### src/rtl/smem_port_arbiter_if.sv
// Bundles the two requester ports, the local-memory bank port and busy into
// one interface; the arbiter takes the slave view, its environment the master.
interface smem_port_arbiter_if #(
    parameter int ADDR_WIDTH = 32,
    parameter int DATA_WIDTH = 32,
    parameter int TAG_WIDTH  = 8
);
    logic [1:0]              req_valid;
    logic [1:0]              req_rw;
    logic [2*ADDR_WIDTH-1:0] req_addr;
    logic [2*DATA_WIDTH-1:0] req_data;
    logic [2*TAG_WIDTH-1:0]  req_tag;
    logic [1:0]              req_ready;
    logic [1:0]              rsp_valid;
    logic [DATA_WIDTH-1:0]   rsp_data;
    logic [TAG_WIDTH-1:0]    rsp_tag;
    logic [1:0]              rsp_ready;
    logic                    mem_req_valid;
    logic                    mem_req_rw;
    logic [ADDR_WIDTH-1:0]   mem_req_addr;
    logic [DATA_WIDTH-1:0]   mem_req_data;
    logic [TAG_WIDTH:0]      mem_req_tag;
    logic                    mem_req_ready;
    logic                    mem_rsp_valid;
    logic [DATA_WIDTH-1:0]   mem_rsp_data;
    logic [TAG_WIDTH:0]      mem_rsp_tag;
    logic                    mem_rsp_ready;
    logic                    busy;

    // Every channel is valid/ready: a transfer happens in the cycle where both
    // are high; valid must not wait on ready, and ready may depend on valid.
    modport slave (
        input  req_valid, req_rw, req_addr, req_data, req_tag, rsp_ready,
               mem_req_ready, mem_rsp_valid, mem_rsp_data, mem_rsp_tag,
        output req_ready, rsp_valid, rsp_data, rsp_tag, mem_req_valid,
               mem_req_rw, mem_req_addr, mem_req_data, mem_req_tag,
               mem_rsp_ready, busy
    );

    modport master (
        output req_valid, req_rw, req_addr, req_data, req_tag, rsp_ready,
               mem_req_ready, mem_rsp_valid, mem_rsp_data, mem_rsp_tag,
        input  req_ready, rsp_valid, rsp_data, rsp_tag, mem_req_valid,
               mem_req_rw, mem_req_addr, mem_req_data, mem_req_tag,
               mem_rsp_ready, busy
    );
endinterface

### src/rtl/smem_port_arbiter.sv
// Round-robin arbiter sharing one local-memory port between the LSU (0) and
// the DXA fill path (1), with per-requester read throttling and tag routing.
module smem_port_arbiter #(
    parameter int ADDR_WIDTH  = 32,
    parameter int DATA_WIDTH  = 32,
    parameter int TAG_WIDTH   = 8,
    parameter int MAX_PENDING = 4,
    localparam int CW = $clog2(MAX_PENDING + 1)
) (
    input  logic                 clk,
    input  logic                 reset,
    smem_port_arbiter_if.slave   bus,
    output logic [1:0][CW-1:0]   dbg_pend_o
);
    localparam logic [CW-1:0] MAXP = CW'(MAX_PENDING);

    logic                  valid_q, valid_d;
    logic                  rw_q, rw_d;
    logic [ADDR_WIDTH-1:0] addr_q, addr_d;
    logic [DATA_WIDTH-1:0] data_q, data_d;
    logic [TAG_WIDTH:0]    tag_q, tag_d;
    logic                  pri_q, pri_d;
    logic [1:0][CW-1:0]    pend_q, pend_d;

    logic       can_load;
    logic [1:0] eligible;
    logic [1:0] grant;
    logic       gsel;
    logic       sel;
    logic       rsp_fire;
    logic       inc;
    logic       dec;

    assign can_load = !valid_q || bus.mem_req_ready;
    assign sel      = bus.mem_rsp_tag[TAG_WIDTH];
    assign rsp_fire = bus.mem_rsp_valid && bus.mem_rsp_ready;

    always_comb begin
        for (int i = 0; i < 2; i++) begin
            eligible[i] = bus.req_valid[i] && (bus.req_rw[i] || pend_q[i] < MAXP);
        end
        // pri_q names the requester that wins a tie: the one not granted last.
        if (&eligible) grant = pri_q ? 2'b10 : 2'b01;
        else           grant = eligible;
        gsel = grant[1];
    end

    always_comb begin
        valid_d = valid_q;
        rw_d    = rw_q;
        addr_d  = addr_q;
        data_d  = data_q;
        tag_d   = tag_q;
        pri_d   = pri_q;
        if (can_load) begin
            valid_d = |grant;
            if (|grant) begin
                rw_d   = bus.req_rw[gsel];
                addr_d = bus.req_addr[gsel*ADDR_WIDTH +: ADDR_WIDTH];
                data_d = bus.req_data[gsel*DATA_WIDTH +: DATA_WIDTH];
                tag_d  = {gsel, bus.req_tag[gsel*TAG_WIDTH +: TAG_WIDTH]};
                pri_d  = ~gsel;
            end
        end
    end

    always_comb begin
        pend_d = pend_q;
        for (int i = 0; i < 2; i++) begin
            inc = can_load && grant[i] && !bus.req_rw[i];
            dec = rsp_fire && (sel == 1'(i));
            // A stray response at zero is delivered but must not wrap the count.
            if (inc && !dec)                        pend_d[i] = pend_q[i] + CW'(1);
            else if (dec && !inc && pend_q[i] != '0) pend_d[i] = pend_q[i] - CW'(1);
        end
    end

    always_ff @(posedge clk or negedge reset) begin
        if (!reset) begin
            valid_q <= 1'b0;
            rw_q    <= 1'b0;
            addr_q  <= '0;
            data_q  <= '0;
            tag_q   <= '0;
            pri_q   <= 1'b0;
            pend_q  <= '0;
        end else begin
            valid_q <= valid_d;
            rw_q    <= rw_d;
            addr_q  <= addr_d;
            data_q  <= data_d;
            tag_q   <= tag_d;
            pri_q   <= pri_d;
            pend_q  <= pend_d;
        end
    end

    always @(posedge clk) begin
        if (reset && rsp_fire) begin
            a_no_underflow: assert (pend_q[sel] != '0);
        end
    end

    assign bus.req_ready     = can_load ? grant : 2'b00;
    assign bus.mem_req_valid = valid_q;
    assign bus.mem_req_rw    = rw_q;
    assign bus.mem_req_addr  = addr_q;
    assign bus.mem_req_data  = data_q;
    assign bus.mem_req_tag   = tag_q;

    assign bus.rsp_valid     = sel ? {bus.mem_rsp_valid, 1'b0} : {1'b0, bus.mem_rsp_valid};
    assign bus.rsp_data      = bus.mem_rsp_data;
    assign bus.rsp_tag       = bus.mem_rsp_tag[TAG_WIDTH-1:0];
    assign bus.mem_rsp_ready = bus.rsp_ready[sel];

    assign bus.busy   = valid_q || pend_q[0] != '0 || pend_q[1] != '0;
    assign dbg_pend_o = pend_q;
endmodule

### src/flat_wrapper.sv
// flat-port wrapper written by rule: the top's interface ports become plain ports
module smem_port_arbiter_flat 
#(
    parameter int ADDR_WIDTH  = 32,
    parameter int DATA_WIDTH  = 32,
    parameter int TAG_WIDTH   = 8,
    parameter int MAX_PENDING = 4,
    localparam int CW = $clog2(MAX_PENDING + 1)
)
  (clk, reset, dbg_pend_o, bus_req_valid, bus_req_rw, bus_req_addr, bus_req_data, bus_req_tag, bus_rsp_ready, bus_mem_req_ready, bus_mem_rsp_valid, bus_mem_rsp_data, bus_mem_rsp_tag, bus_req_ready, bus_rsp_valid, bus_rsp_data, bus_rsp_tag, bus_mem_req_valid, bus_mem_req_rw, bus_mem_req_addr, bus_mem_req_data, bus_mem_req_tag, bus_mem_rsp_ready, bus_busy);
  smem_port_arbiter_if #(.ADDR_WIDTH(ADDR_WIDTH), .DATA_WIDTH(DATA_WIDTH), .TAG_WIDTH(TAG_WIDTH)) bus_i ();
  input  logic clk;
  input  logic reset;
  output logic [1:0][CW-1:0] dbg_pend_o;
  input wire logic [$bits(bus_i.req_valid)-1:0] bus_req_valid;
  input wire logic [$bits(bus_i.req_rw)-1:0] bus_req_rw;
  input wire logic [$bits(bus_i.req_addr)-1:0] bus_req_addr;
  input wire logic [$bits(bus_i.req_data)-1:0] bus_req_data;
  input wire logic [$bits(bus_i.req_tag)-1:0] bus_req_tag;
  input wire logic [$bits(bus_i.rsp_ready)-1:0] bus_rsp_ready;
  input wire logic [$bits(bus_i.mem_req_ready)-1:0] bus_mem_req_ready;
  input wire logic [$bits(bus_i.mem_rsp_valid)-1:0] bus_mem_rsp_valid;
  input wire logic [$bits(bus_i.mem_rsp_data)-1:0] bus_mem_rsp_data;
  input wire logic [$bits(bus_i.mem_rsp_tag)-1:0] bus_mem_rsp_tag;
  output wire logic [$bits(bus_i.req_ready)-1:0] bus_req_ready;
  output wire logic [$bits(bus_i.rsp_valid)-1:0] bus_rsp_valid;
  output wire logic [$bits(bus_i.rsp_data)-1:0] bus_rsp_data;
  output wire logic [$bits(bus_i.rsp_tag)-1:0] bus_rsp_tag;
  output wire logic [$bits(bus_i.mem_req_valid)-1:0] bus_mem_req_valid;
  output wire logic [$bits(bus_i.mem_req_rw)-1:0] bus_mem_req_rw;
  output wire logic [$bits(bus_i.mem_req_addr)-1:0] bus_mem_req_addr;
  output wire logic [$bits(bus_i.mem_req_data)-1:0] bus_mem_req_data;
  output wire logic [$bits(bus_i.mem_req_tag)-1:0] bus_mem_req_tag;
  output wire logic [$bits(bus_i.mem_rsp_ready)-1:0] bus_mem_rsp_ready;
  output wire logic [$bits(bus_i.busy)-1:0] bus_busy;
  assign bus_i.req_valid = bus_req_valid;
  assign bus_i.req_rw = bus_req_rw;
  assign bus_i.req_addr = bus_req_addr;
  assign bus_i.req_data = bus_req_data;
  assign bus_i.req_tag = bus_req_tag;
  assign bus_i.rsp_ready = bus_rsp_ready;
  assign bus_i.mem_req_ready = bus_mem_req_ready;
  assign bus_i.mem_rsp_valid = bus_mem_rsp_valid;
  assign bus_i.mem_rsp_data = bus_mem_rsp_data;
  assign bus_i.mem_rsp_tag = bus_mem_rsp_tag;
  assign bus_req_ready = bus_i.req_ready;
  assign bus_rsp_valid = bus_i.rsp_valid;
  assign bus_rsp_data = bus_i.rsp_data;
  assign bus_rsp_tag = bus_i.rsp_tag;
  assign bus_mem_req_valid = bus_i.mem_req_valid;
  assign bus_mem_req_rw = bus_i.mem_req_rw;
  assign bus_mem_req_addr = bus_i.mem_req_addr;
  assign bus_mem_req_data = bus_i.mem_req_data;
  assign bus_mem_req_tag = bus_i.mem_req_tag;
  assign bus_mem_rsp_ready = bus_i.mem_rsp_ready;
  assign bus_busy = bus_i.busy;
  smem_port_arbiter #(.ADDR_WIDTH(ADDR_WIDTH), .DATA_WIDTH(DATA_WIDTH), .TAG_WIDTH(TAG_WIDTH), .MAX_PENDING(MAX_PENDING)) u_core (.clk(clk), .reset(reset), .bus(bus_i), .dbg_pend_o(dbg_pend_o));
endmodule
### config.mk
export PLATFORM = sky130hd
export DESIGN_NAME = smem_port_arbiter_flat
export DESIGN_NICKNAME = d
export VERILOG_FILES = /design/src/rtl/smem_port_arbiter_if.sv /design/src/rtl/smem_port_arbiter.sv /design/src/flat_wrapper.sv
export SDC_FILE = /design/constraint.sdc
export NUM_CORES = 1
export LEC_CHECK = 0
export CORE_MARGIN = 5
export CORE_UTILIZATION = 30
export DETAILED_ROUTE_END_ITERATION = 10
export GPL_TIMING_DRIVEN = 0
export PLACE_DENSITY = 0.73
export SYNTH_ARGS = -nofsm -noshare
export SYNTH_HDL_FRONTEND = slang
export SYNTH_SLANG_ARGS = --single-unit
### constraint.sdc
create_clock -name clk -period 3.1 [get_ports clk]
set_clock_uncertainty 0.2 [all_clocks]
set_input_delay 0.775 -clock clk [delete_from_list [all_inputs] [get_ports clk]]
set_output_delay 0.775 -clock clk [all_outputs]
set_load 0.03 [all_outputs]
# Yosys cells after proc, flatten, opt, wreduce, memory -nomap -nowiden

Index checks and enable logic that the tools add are counted.

Add/subtract/negate cells: 4
Bitwise gates (word level): 2
Equality and inequality tests: 0
Reductions and logical operators: 34
$lt $le $gt $ge: 4
Div/mod/pow operators: 0
$mul: 0
Shifts and indexed selects: 3
Muxes and demuxes: 12

Operators with widths:

| cell                  | count |
|---|---|
| $shiftx A64 B7 Y32    | 2 |
| $shiftx A16 B5 Y8     | 1 |
| $logic_and A1 B1 Y1   | 15 |
| $mux W3               | 4 |
| $mux W2               | 4 |
| $logic_not A1 Y1      | 7 |
| $add A3 B1 Y3 const B | 2 |
| $lt A3 B3 Y1 const B  | 2 |
| $reduce_bool A3 Y1    | 2 |
| $sub A3 B1 Y3 const B | 2 |
| $logic_or A1 B1 Y1    | 5 |
| $lt A1 B2 Y1 const B  | 2 |
| $mux W1               | 4 |
| $reduce_and A2 Y1     | 2 |
| $reduce_bool A2 Y1    | 2 |
| $not A1 Y1            | 2 |
| $reduce_or A2 Y1      | 1 |

Input bits: 195
Memory bits (writable): 0
Latch bits: 0
ROM bits: 0
Register bits: 82
Memories kept: 0
Output and inout bits: 127

# Logic depth before layout (Yosys ltp)

Gate-level depths: netlist of the first run.

Depth in word-level cells: 12
Mapped depth: 9
Gate-level depth less buffers: 8

# Least setup slack after synthesis of the first run

Ideal clock, no wire load.

Path type: input port to flip-flop
From: input bus_req_rw[1]
To: register u_core.pend_q, in the netlist u_core.dbg_pend_o[1]
Arrival: 2.506 ns
Library setup time: 0.079 ns
Path buffers: 1
Setup slack: 0.315 ns
Stages: 9
Cell sequence: nand2b_1 -> and3_1 -> buf_4 -> nor3_1 -> nand2_1 -> fa_1 -> nor3b_1 -> a21oi_1 -> mux2i_1

RTL lines:

| what                   | RTL line                | RTL |
|---|---|---|
| start: declaration     | flat_wrapper.sv:16      | `input wire logic [$bits(bus_i.req_rw)-1:0] bus_req_rw;` |
| end signal: assignment | smem_port_arbiter.sv:94 | `pend_q <= pend_d;` |
| end: declaration       | smem_port_arbiter.sv:23 | `logic [1:0][CW-1:0] pend_q, pend_d;` |

# Final worst setup path of the first run

From: input bus_mem_req_ready
To: output bus_req_ready[1]

Cells in the longest elaborated chain, start to end: 2

RTL lines:

| what               | RTL line                 | RTL |
|---|---|---|
| start: declaration | flat_wrapper.sv:21       | `input wire logic [$bits(bus_i.mem_req_ready)-1:0] bus_mem_req_ready;` |
| $logic_or A1 B1 Y1 | smem_port_arbiter.sv:34  | `assign can_load = !valid_q \|\| bus.mem_req_ready;` |
| $mux W2            | smem_port_arbiter.sv:104 | `assign bus.req_ready = can_load ? grant : 2'b00;` |
| end: declaration   | flat_wrapper.sv:25       | `output wire logic [$bits(bus_i.req_ready)-1:0] bus_req_ready;` |

Every way passes these cells.

==> key figures, run 1 <==
Routing
  – DRT Pass-1 Iters: 4
  – Via-to-Cell Ratio: 5.062
  – Via count: 4,313
  – Number of remaining DRC errors: 0
  – WL final: 16,560 µm
  – DR WL/cell: 19.44 µm
  – Routed Antenna Nets: 0
  – Initial detailed-routing violation count: 146

Synthesis
  – Synth Area in XOR/XNOR: 0%
  – Multiplexer share of the synthesized area: 1.223%
  – Post-synthesis sequential area ratio: 48.91%
  – Post-Synth Adder-Cell Area: 0.9544%
  – Main combinational cell family by area after synthesis: compound AO/OA/AOI/OAI gates
  – Post-synth top area cell: dfrtp_1
  – Synth top area share: between 40% and 50%
  – Yosys cell types: 38
  – Post-synthesis instance total: 368
  – Compound-gate portion of the synthesized area: 20.37%
  – Number of synthesis warnings: 0
  – Mapped Area: 4195 µm²
  – Post-Synth Simple-Gate Area: 16.49%
  – Syn avg cell area: 11.40 µm²
  – Syn nets: 565
  – Top cells by area, synth: dfrtp_1 49%, a221o_1 17%, and3_1 11%
  – Flops & latches, synth: a little over 80

Placement
  – DP HPWL: 12,840 µm
  – Placed insts: 830
  – Final Wtd Congestion: 0.8751
  – Port Buffer Count: 281

Timing
  – Worst slew pin tran: 501.5 ps
  – Tcrit/Tclk final: 96.72%
  – Final Hold Vio Count: 0
  – Max-slew violations: 0
  – RSZ-0062 raised after global routing: no
  – Fmax: 0.3335 GHz
  – Relative slew slack: 66.56%
  – # setup viols final: 0
  – Final min period: about 3000 ps

Critical path
  – WP data arrival: 2020 ps
  – CP max-delay cell: clkdlybuf4s50_1
  – Top delay family on crit path: buffers and inverters
  – Kind of critical path: input port to output pin
  – R2R Setup Slk: 690 ps
  – CP Capture Point: bus_req_ready[1]
  – Bufs and invs on worst path: 3
  – Critical path depth in cells: 6
  – Critical Path RT: 2120 ps
  – Startpoint Class: input port
  – Critical Path, Cell by Cell: clkdlybuf4s50_1, nand2b_4, nand3_4, a31oi_4, buf_8, buf_4
  – FF-to-FF Start: u_core.dbg_pend_o[5]$_DFFE_PN0P_
  – Max incr delay on CP: approximately 460 ps
  – Worst Setup SP: bus_mem_req_ready
  – FF-to-FF End: u_core.dbg_pend_o[1]$_DFFE_PN0P_
  – CP max FO: 10
  – Crit path capture type: output pin
  – R2R cell count: 9

Die
  – # IOs: roughly 320
  – Core region area: 13,770 µm²
  – Initial core utilization: 30.46%
  – Chip height: about 130 µm
  – Core Rows: 43
  – Width of the die: approximately 130 µm
  – Die Area: 16,450 µm²

GRT
  – GRT Util Overall: 19.11%
  – Antenna violations before repair: 0
  – Vias in the first global route: about 4,600
  – Gr ovfl total: 0
  – Largest net degree at the start of global routing: 69
  – First-pass GRT wire length: 24,740 µm

Clocking
  – Post-CTS Hold Fix Bufs: 0
  – Clk_lat worst skew: approximately 330 ps
  – Clock-pin transition on the worst setup and hold timing paths: 60 ps
  – CTS tree: yes
  – Clk root buf: clkbuf_16
  – Clock sinks: 82
  – Clk buf depth: 2
  – Inserted Clock Buffers: 9
  – # H-tree levels: 3

Layout
  – Diodes inserted: 0
  – Commonest cells after routing, fill and taps aside: 271 x clkdlybuf4s50_1, 82 x dfrtp_1, 76 x and3_1
  – Leading cell type in the layout, fill and taps excluded: clkdlybuf4s50_1
  – Layout area overhead: 83.81%
  – Total Nets Final: about 860
  – Layout cell share with drive strength beyond 1: 13.99%
  – Fin cells: roughly 850

Power and ir drop
  – Power per Cell Area: slightly below 900 nW/µm²
  – Peak VDD IR: 0.0004051 V
  – Leakage: between 0.003 and 0.004 µW
  – Total chip power: 6881 µW

Flow run
  – Max Cap Violations: 0

Hold path
  – Hold Crit Class: input port to asynchronous set/reset pin

Run status
  – Status: finished, final reports clean
==> worst min-delay path by stage <==
stage,slack (ps),endpoint,startpoint
2_1_floorplan,280,u_core.bus.mem_req_addr[0]$_DFFE_PN0P_,reset
3_3_place_gp,270,u_core.bus.mem_req_tag[8]$_DFFE_PN0P_,u_core.bus.mem_req_tag[8]$_DFFE_PN0P_
3_5_place_dp,280,u_core.bus.mem_req_tag[8]$_DFFE_PN0P_,u_core.bus.mem_req_tag[8]$_DFFE_PN0P_
4_1_cts,90,u_core.bus.mem_req_tag[7]$_DFFE_PN0P_,reset
5_1_grt,110,u_core.bus.mem_req_tag[7]$_DFFE_PN0P_,reset
6_report,100,u_core.bus.mem_req_tag[7]$_DFFE_PN0P_,reset
==> area by class of cell <==
| class | count | area, µm² |
|---|---|---|
| Timing Repair Buffer | 288 | 2873 |
| Clock buffer | 11 | 232.7 |
| Fill cell | 1228 | 6062 |
| Tap cell | 180 | 225.2 |
| Inverter | 2 | 7.507 |
| Sequential cell | 82 | 2052 |
| Buffer | 73 | 516.7 |
| Clock inverter | 5 | 102.6 |
| Multi-Input combinational cell | 211 | 1702 |
==> synth_stat cells <==
cell	instances
o21ai_0	2
a2111o_1	1
a21o_1	1
nor3_1	5
a221o_1	73
a31o_2	1
inv_1	2
and2_1	3
nand4b_1	1
nand3_1	5
nand3_2	1
nand3b_1	1
nand2b_2	2
clkbuf_1	16
nor2b_1	1
mux2_2	1
o311ai_0	1
and3_1	76
fa_1	2
nor3b_1	1
o211ai_1	2
o31a_1	1
nand4_1	1
nand2b_1	2
dfrtp_1	82
nand3_4	1
or3_1	1
buf_2	8
o31ai_1	1
a21oi_1	3
nor2_1	6
a31oi_1	2
buf_6	8
o22ai_1	3
buf_4	41
nor4_1	1
nand2_1	5
mux2i_1	4
==> state kept, by name, summed over array words and instances, names as in the netlist <==
| name | cells |
|---|---|
| u_core.bus.mem_req_valid | 1 |
| u_core.dbg_pend_o | 6 |
| u_core.bus.mem_req_tag | 9 |
| u_core.bus.mem_req_data | 32 |
| u_core.bus.mem_req_addr | 32 |
| u_core.pri_q | 1 |
| u_core.bus.mem_req_rw | 1 |
==> cells by family after synthesis <==
logic type / after synthesis
AND/OR/NAND/NOR: 113
multiplexers: 5
flip-flops: 82
AO/OA/AOI/OAI: 91
adder cells (fa/ha/maj): 2
buffers and inverters: 75
==> what timing repair did <==
action	CTS	global route
pin swaps	0	3
hold endpoints to repair	0	0
buffers inserted	1	5
setup endpoints to repair	7	5
gates resized for setup	32	6
==> per-stage QoR <==
step           setup TNS [ps]  utilization, %  cell area (µm²)  hold slack [ps]  setup WS, ps
2_1_floorplan               0               -             4195            279.4         314.5
3_3_place_gp          -166410           52.52             7233            270.0         -1976
3_5_place_dp            -4847           52.70             7258            278.1         -1118
4_1_cts                     0           55.60             7657            90.31         8.045
5_1_grt                     0           55.99             7711            106.0         39.91
6_report                    0           55.99             7711            95.07         101.7
==> report_power, final <==
group	total [µW]	internal (µW)	switching, µW
Combinational	3790	1760	2040
Clock	1210	786	421
Sequential	1880	1560	322
Total	6880	4100	2780
==> per-layer routing <==
| layer | vias to the layer above | part of all wire (%) | global-route usage (%) |
|---|---|---|---|
| met5 | - | 0 | 0 |
| met4 | 0 | 1.8 | 6.554 |
| met3 | 24 | 9.5 | 6.375 |
| met2 | 204 | 51 | 32.64 |
| met1 | 2087 | 38 | 22.43 |
| li1 | 1998 | - | - |
(Power assumes the default switching activity.)
==> inputs of run 2 (changes only) <==
==> constraint.sdc (replaced) <==
create_clock -name clk -period 3.1 [get_ports clk]
set_clock_uncertainty 0.2 [all_clocks]
set_input_delay 0.775 -clock clk [delete_from_list [all_inputs] [get_ports clk]]
set_output_delay 0.775 -clock clk [all_outputs]
set_load 0.02 [all_outputs]
==> run 2 against run 1 <==
Compared with the run above: routed wire length shrank 0.39%; sequential power hardly changed; utilization is 0.15 points lower; sequential share of layout area increased by 0.069 points; critical path type unchanged; highest routed layer unchanged.
==> key figures, run 2 (synthesized netlist as in run 1, its figures left out) <==
Critical path
  – WP data arrival: roughly 2100 ps
  – Crit path capture type: output pin
  – Kind of critical path: input port to output pin
  – Startpoint Class: input port
  – CP max FO: 10
  – Critical Path RT: 2120 ps
  – R2R Setup Slk: 620 ps

Power and ir drop
  – Comb power frac: around 52%
  – Total chip power: 6469 µW
  – Leakage: 0.003464 µW
  – Sequential power share: 29.0%
  – Sw power: 2374 µW
  – Internal Power: 4094 µW
  – Switching part of the total: 36.70%
  – Power per Cell Area: 841.0 nW/µm²
  – Peak VDD IR: between 0.0003 and 0.0004 V
  – Power share of the clock group: between 10% and 20%

Die
  – Chip height: 128.3 µm
  – # IOs: roughly 320
  – Width of the die: ~130 µm
  – Die Area: 16,450 µm²
  – Core region area: 13,770 µm²
  – Initial core utilization: 30.46%
  – Core Rows: 43

Timing
  – Max-slew violations: 0
  – Tcrit/Tclk final: 97.65%
  – # setup viols final: 0
  – Worst slew pin tran: 535.2 ps
  – Fmax: 0.3303 GHz
  – Final min period: 3027 ps
  – Relative slew slack: 64.05%
  – Final Hold Vio Count: 0

Clocking
  – Post-CTS Hold Fix Bufs: 0
  – # H-tree levels: 3
  – Clock sinks: about 80
  – Inserted Clock Buffers: 9
  – Clk buf depth: 2
  – Clk root buf: clkbuf_16
  – Clock-pin transition on the worst setup and hold timing paths: 60 ps
  – Clk_lat worst skew: 330 ps
  – CTS tree: yes

Layout
  – Leading cell type in the layout, fill and taps excluded: clkdlybuf4s50_1
  – Layout area overhead: 83.33%
  – Diodes inserted: 0
  – FF/Latch Area: 2052 µm²
  – Total Nets Final: between 800 and 900
  – Multi-input logic area: ~1700 µm²
  – Commonest cells after routing, fill and taps aside: 271 x clkdlybuf4s50_1, 82 x dfrtp_1, 76 x and3_1
  – Layout cell share with drive strength beyond 1: 13.43%
  – Final core occ: 55.84%
  – Filler cells: 1,225

Flow run
  – Max Cap Violations: 0

Routing
  – Via-to-Cell Ratio: 5.055
  – Initial detailed-routing violation count: ~150
  – DRT Pass-1 Iters: 4
  – Number of remaining DRC errors: 0
  – Via count: between 4,000 and 5,000
  – DR WL/cell: just under 20 µm
  – WL final: 16,500 µm
  – Routed Antenna Nets: 0

Run status
  – Status: finished, final reports clean

GRT
  – Largest net degree at the start of global routing: 69
  – Gr ovfl total: 0
  – GRT Util Overall: 19.13%
  – Antenna violations before repair: 0
  – Vias in the first global route: 4,649
  – First-pass GRT wire length: approximately 25,000 µm

Hold path
  – Hold Crit Class: input port to asynchronous set/reset pin

Placement
  – Port Buffer Count: 281
  – Final Wtd Congestion: 0.8751
  – DP HPWL: 12,840 µm
run 2: critical path, cell delays in order:
cell,delay (ps)
clkdlybuf4s50_1,460
nand2b_4,170
nand3_4,130
a31oi_4,210
buf_8,160
buf_4,140
run 2: layer usage:
layer	global-route usage (%)	wire length, µm
met5	0	0
met3	6.417	1583
met2	32.55	8393
met1	22.45	6202
met4	6.742	316
run 2: worst paths after layout:
path	end	start	cells after the start
max	bus_req_ready[1]	bus_mem_req_ready	6
min	u_core.bus.mem_req_tag[7]$_DFFE_PN0P_	reset	1
max reg2reg	u_core.dbg_pend_o[2]$_DFFE_PN0P_	u_core.dbg_pend_o[2]$_DFFE_PN0P_	9
min reg2reg	u_core.bus.mem_req_tag[8]$_DFFE_PN0P_	u_core.bus.mem_req_tag[8]$_DFFE_PN0P_	1
max in group asynchronous	u_core.bus.mem_req_data[19]$_DFFE_PN0P_	reset	2
min in group clk	u_core.bus.mem_req_tag[8]$_DFFE_PN0P_	u_core.bus.mem_req_tag[8]$_DFFE_PN0P_	1
run 2: timing repair:
item	CTS	global route
setup buffers	3	1
pin swaps	2	0
resized for setup	26	6
setup endpoints to repair	5	6
hold endpoints to repair	0	0
run 2: per-stage QoR:
| step | cells | setup slack [ps] | cell area (µm²) | hold slack, ps | TNS, ps |
|---|---|---|---|---|---|
| 4_1_cts | 849 | 5.111 | 7675 | 90.31 | 0 |
| 6_report | 850 | 72.83 | 7691 | 94.67 | 0 |
| 3_5_place_dp | 830 | -1052 | 7258 | 278.1 | -4578 |
| 2_1_floorplan | 368 | 323.9 | 4195 | 279.4 | 0 |
| 3_3_place_gp | 829 | -1976 | 7233 | 270.0 | -166140 |
| 5_1_grt | 850 | -0.05396 | 7691 | 106.0 | -0.05396 |
run 2: cell type report:
type                    count  share of cell area [%]
repair buffers            286                   37.17
flip-flops and latches     82                   26.68
multi-input cells         211                   22.06
plain buffers              73                   6.702
clock buffers              11                   3.026
well taps                 180                   2.928
clock inverters             5                   1.334
inverters                   2                 0.09761
run 2: power groups by stage:
stage                     combinational (µW)  clock, µW  sequential [µW]
after global placement                  3290          0             1860
final                                   3380       1210             1880
after floorplan                         1120          0             2430
after detailed placement                3350          0             1870
after global routing                    3600       1270             1940
after CTS                               3410       1230             1870
==> RTL change, RTL diff (config.mk and constraints of run 2) <==
Take the reset off `data_q` and load it in a clocked block of its own.
--- a/src/rtl/smem_port_arbiter.sv
+++ b/src/rtl/smem_port_arbiter.sv
@@ -81,5 +81,4 @@
             rw_q    <= 1'b0;
             addr_q  <= '0;
-            data_q  <= '0;
             tag_q   <= '0;
             pri_q   <= 1'b0;
@@ -89,9 +88,12 @@
             rw_q    <= rw_d;
             addr_q  <= addr_d;
-            data_q  <= data_d;
             tag_q   <= tag_d;
             pri_q   <= pri_d;
             pend_q  <= pend_d;
         end
+    end
+
+    always_ff @(posedge clk) begin
+        data_q <= data_d;
     end
 
Function: changed (Yosys sat finds a counterexample within 4 cycles, from zero or initial values and one cycle with reset low).
==> RTL change against run 2 <==
Sequential cell count is the same. Sequential share of layout area grew 1.7 points. Setup slack gained 16 ps. Non-clock buffer count shrank 21. Global-route usage shrank 3.5 points. Largest power group unchanged. Via count shrank 15%. Wire length shrank 15%. Register-to-register slack lost 240 ps. First-iteration DRC count shrank 39%. Area after synthesis grew 4.0%. Final area grew 1.4%. Total power shrank 22%. Die area grew 3.7%. Critical path type is now primary input to flop.
==> RTL change: results (changes against run 2) <==
GRT
  – Tot GR Track Use: 0.156 (-0.0351)
  – Largest net degree at the start of global routing: 42 (-39%)
  – Initial antenna violation count: 0 (unchanged)
  – Vias in the first global route: 3941 (-15%)
  – First-pass GRT wire length: 20.5 mm (-17%)

Place
  – I/O Buffers: 281 (unchanged)
  – Gpl congestion: 0.764 (-13%)
  – Placed cell area: 0.00742 mm² (+2.2%)
  – HPWL Detailed: 11.5 mm (-11%)

Synthesis
  – Seq/Total Area, Yosys: 0.507 (+0.0181)
  – Synthesized net count: 520 (-8.0%)
  – Async S/R FF share, synth: 0.610 (-0.390)
  – Warnings from Yosys: 0 (unchanged)
  – Cell variety after synth: 39 (+2.6%)
  – Synth cell count leaders: 115 x mux2_2, 50 x dfrtp_1, 43 x buf_4
  – Synth top area cells: mux2_2 30%, dfrtp_1 29%, edfxtp_1 22%
  – Ys flop type: dfrtp_1
  – EDFF count, synth: 32 (+32)

Worst setup path
  – CP Max Fanout: 4 (-6)
  – CP arrival: 3050 ps (+1000 ps)
  – Reg2reg path depth: 9 (unchanged)

Route
  – # DRC: 0 (unchanged)
  – Detailed-route wire length: 14.0 mm (-15%)
  – Drt pass-1 iters: 4 (unchanged)
  – Routed vias: 3673 (-15%)
  – Initial detailed-routing violation count: 93 (-39%)

Run status
  – Status: complete, no violations

Clocking
  – CTS Buffer Depth: 2 (unchanged)
  – Htree depth: 3 (unchanged)
  – Number of CTS-inserted buffers: 9 (unchanged)
  – Later-pin clock latency in the skew report: 330 ps (about the same)
  – Root Buffer: clkbuf_16
  – Clock slew at reported path FFs: 60 ps (about the same)

Power and ir drop
  – Peak supply drop: 0.440 mV (+24%)
  – Leak pwr: 3.12 nW (-10%)

Final layout
  – Ratio of cells with drive above 1 in the final layout: 0.319 (+0.185)
  – Filler cells: 1208 (-1.4%)
  – Ant. Diodes: 0 (unchanged)
  – Nets: 816 (-5.3%)

Timing
  – Slew of the pin with the lowest slew margin: 889 ps (+354 ps)

Min path
  – Type of the most critical hold path: primary input to asynchronous set/reset pin
RTL change: cell count changes after synthesis, sizes merged, moves of 3 or more:
cell    change
mux2      +114
and3       -75
a221o      -73
dfrtp      -32
edfxtp     +32
clkbuf     -15
nor2        +9
buf         -5
a21oi       -3
RTL change: logic make-up after synthesis:
kind of cell | after synthesis | synth area share
AOI/OAI and AO/OA | 20 | 0.0353
adders and majority gates | 2 | 0.00918
buffers and inverters | 55 | 0.0884
DFF | 82 | 0.507
muxes | 119 | 0.306
and+or+nand+nor | 45 | 0.0539
RTL change: layout make-up:
cell class              count  area (µm²)  area share
well taps                 184         230      0.0295
plain buffers              53         392      0.0502
repair buffers            285        2840       0.364
clock inverters             5        77.6     0.00994
flip-flops and latches     82        2210       0.284
clock buffers              11         243      0.0311
multi-input cells         186        1800       0.231
inverters                   2        7.51    0.000962
RTL change: per-layer routing:
layer | track usage | vias up | wire (µm)
li1 | - | 1727 | -
met1 | 0.172 | 1707 | 5010
met2 | 0.274 | 221 | 7030
met3 | 0.0646 | 18 | 1790
met4 | 0.0508 | 0 | 197
met5 | 0 | - | 0
RTL change: critical path, stage by stage:
cell           delay (ps)
dlygate4sd2_1         270
and2b_2               260
o211ai_4              100
buf_8                 140
buf_4                 150
nor3_4                190
nand2_1                90
fa_2                  360
or4_1                 530
o221ai_1              190
RTL change: where the power goes:
| group | internal, mW | switching, mW |
|---|---|---|
| combinational | 1.22 | 1.01 |
| clock | 0.725 | 0.409 |
| sequential | 1.48 | 0.216 |
| total | 3.42 | 1.63 |
RTL change: stage by stage:
stage               setup WS, ps   util  cells  TNS [ps]
floorplan                    170      -    323         0
global placement           -1060  0.515    788    -54700
detailed placement         -1090  0.516    789    -33580
CTS                         12.4  0.542    808         0
global route               -38.9  0.543    808     -38.9
finish                      88.8  0.543    808         0
RTL change: path summary, 6_finish.rpt:
path / end / from / slack (ps)
min reg2reg: u_core.bus.mem_req_addr[17] / u_core.bus.mem_req_addr[17] / 310
max reg2reg: u_core.dbg_pend_o[5] / u_core.dbg_pend_o[2] / 380
max in group asynchronous: u_core.bus.mem_req_addr[25] / reset / 2010
min in group clk: u_core.bus.mem_req_addr[17] / u_core.bus.mem_req_addr[17] / 310
min: u_core.dbg_pend_o[5] / reset / 170
max: u_core.dbg_pend_o[5] / bus_req_rw[0] / 90
RTL change: what timing repair did:
item	in CTS	in global routing
pin swaps	1	0
setup endpoints to repair	47	5
setup buffers	3	0
gates resized for setup	20	8
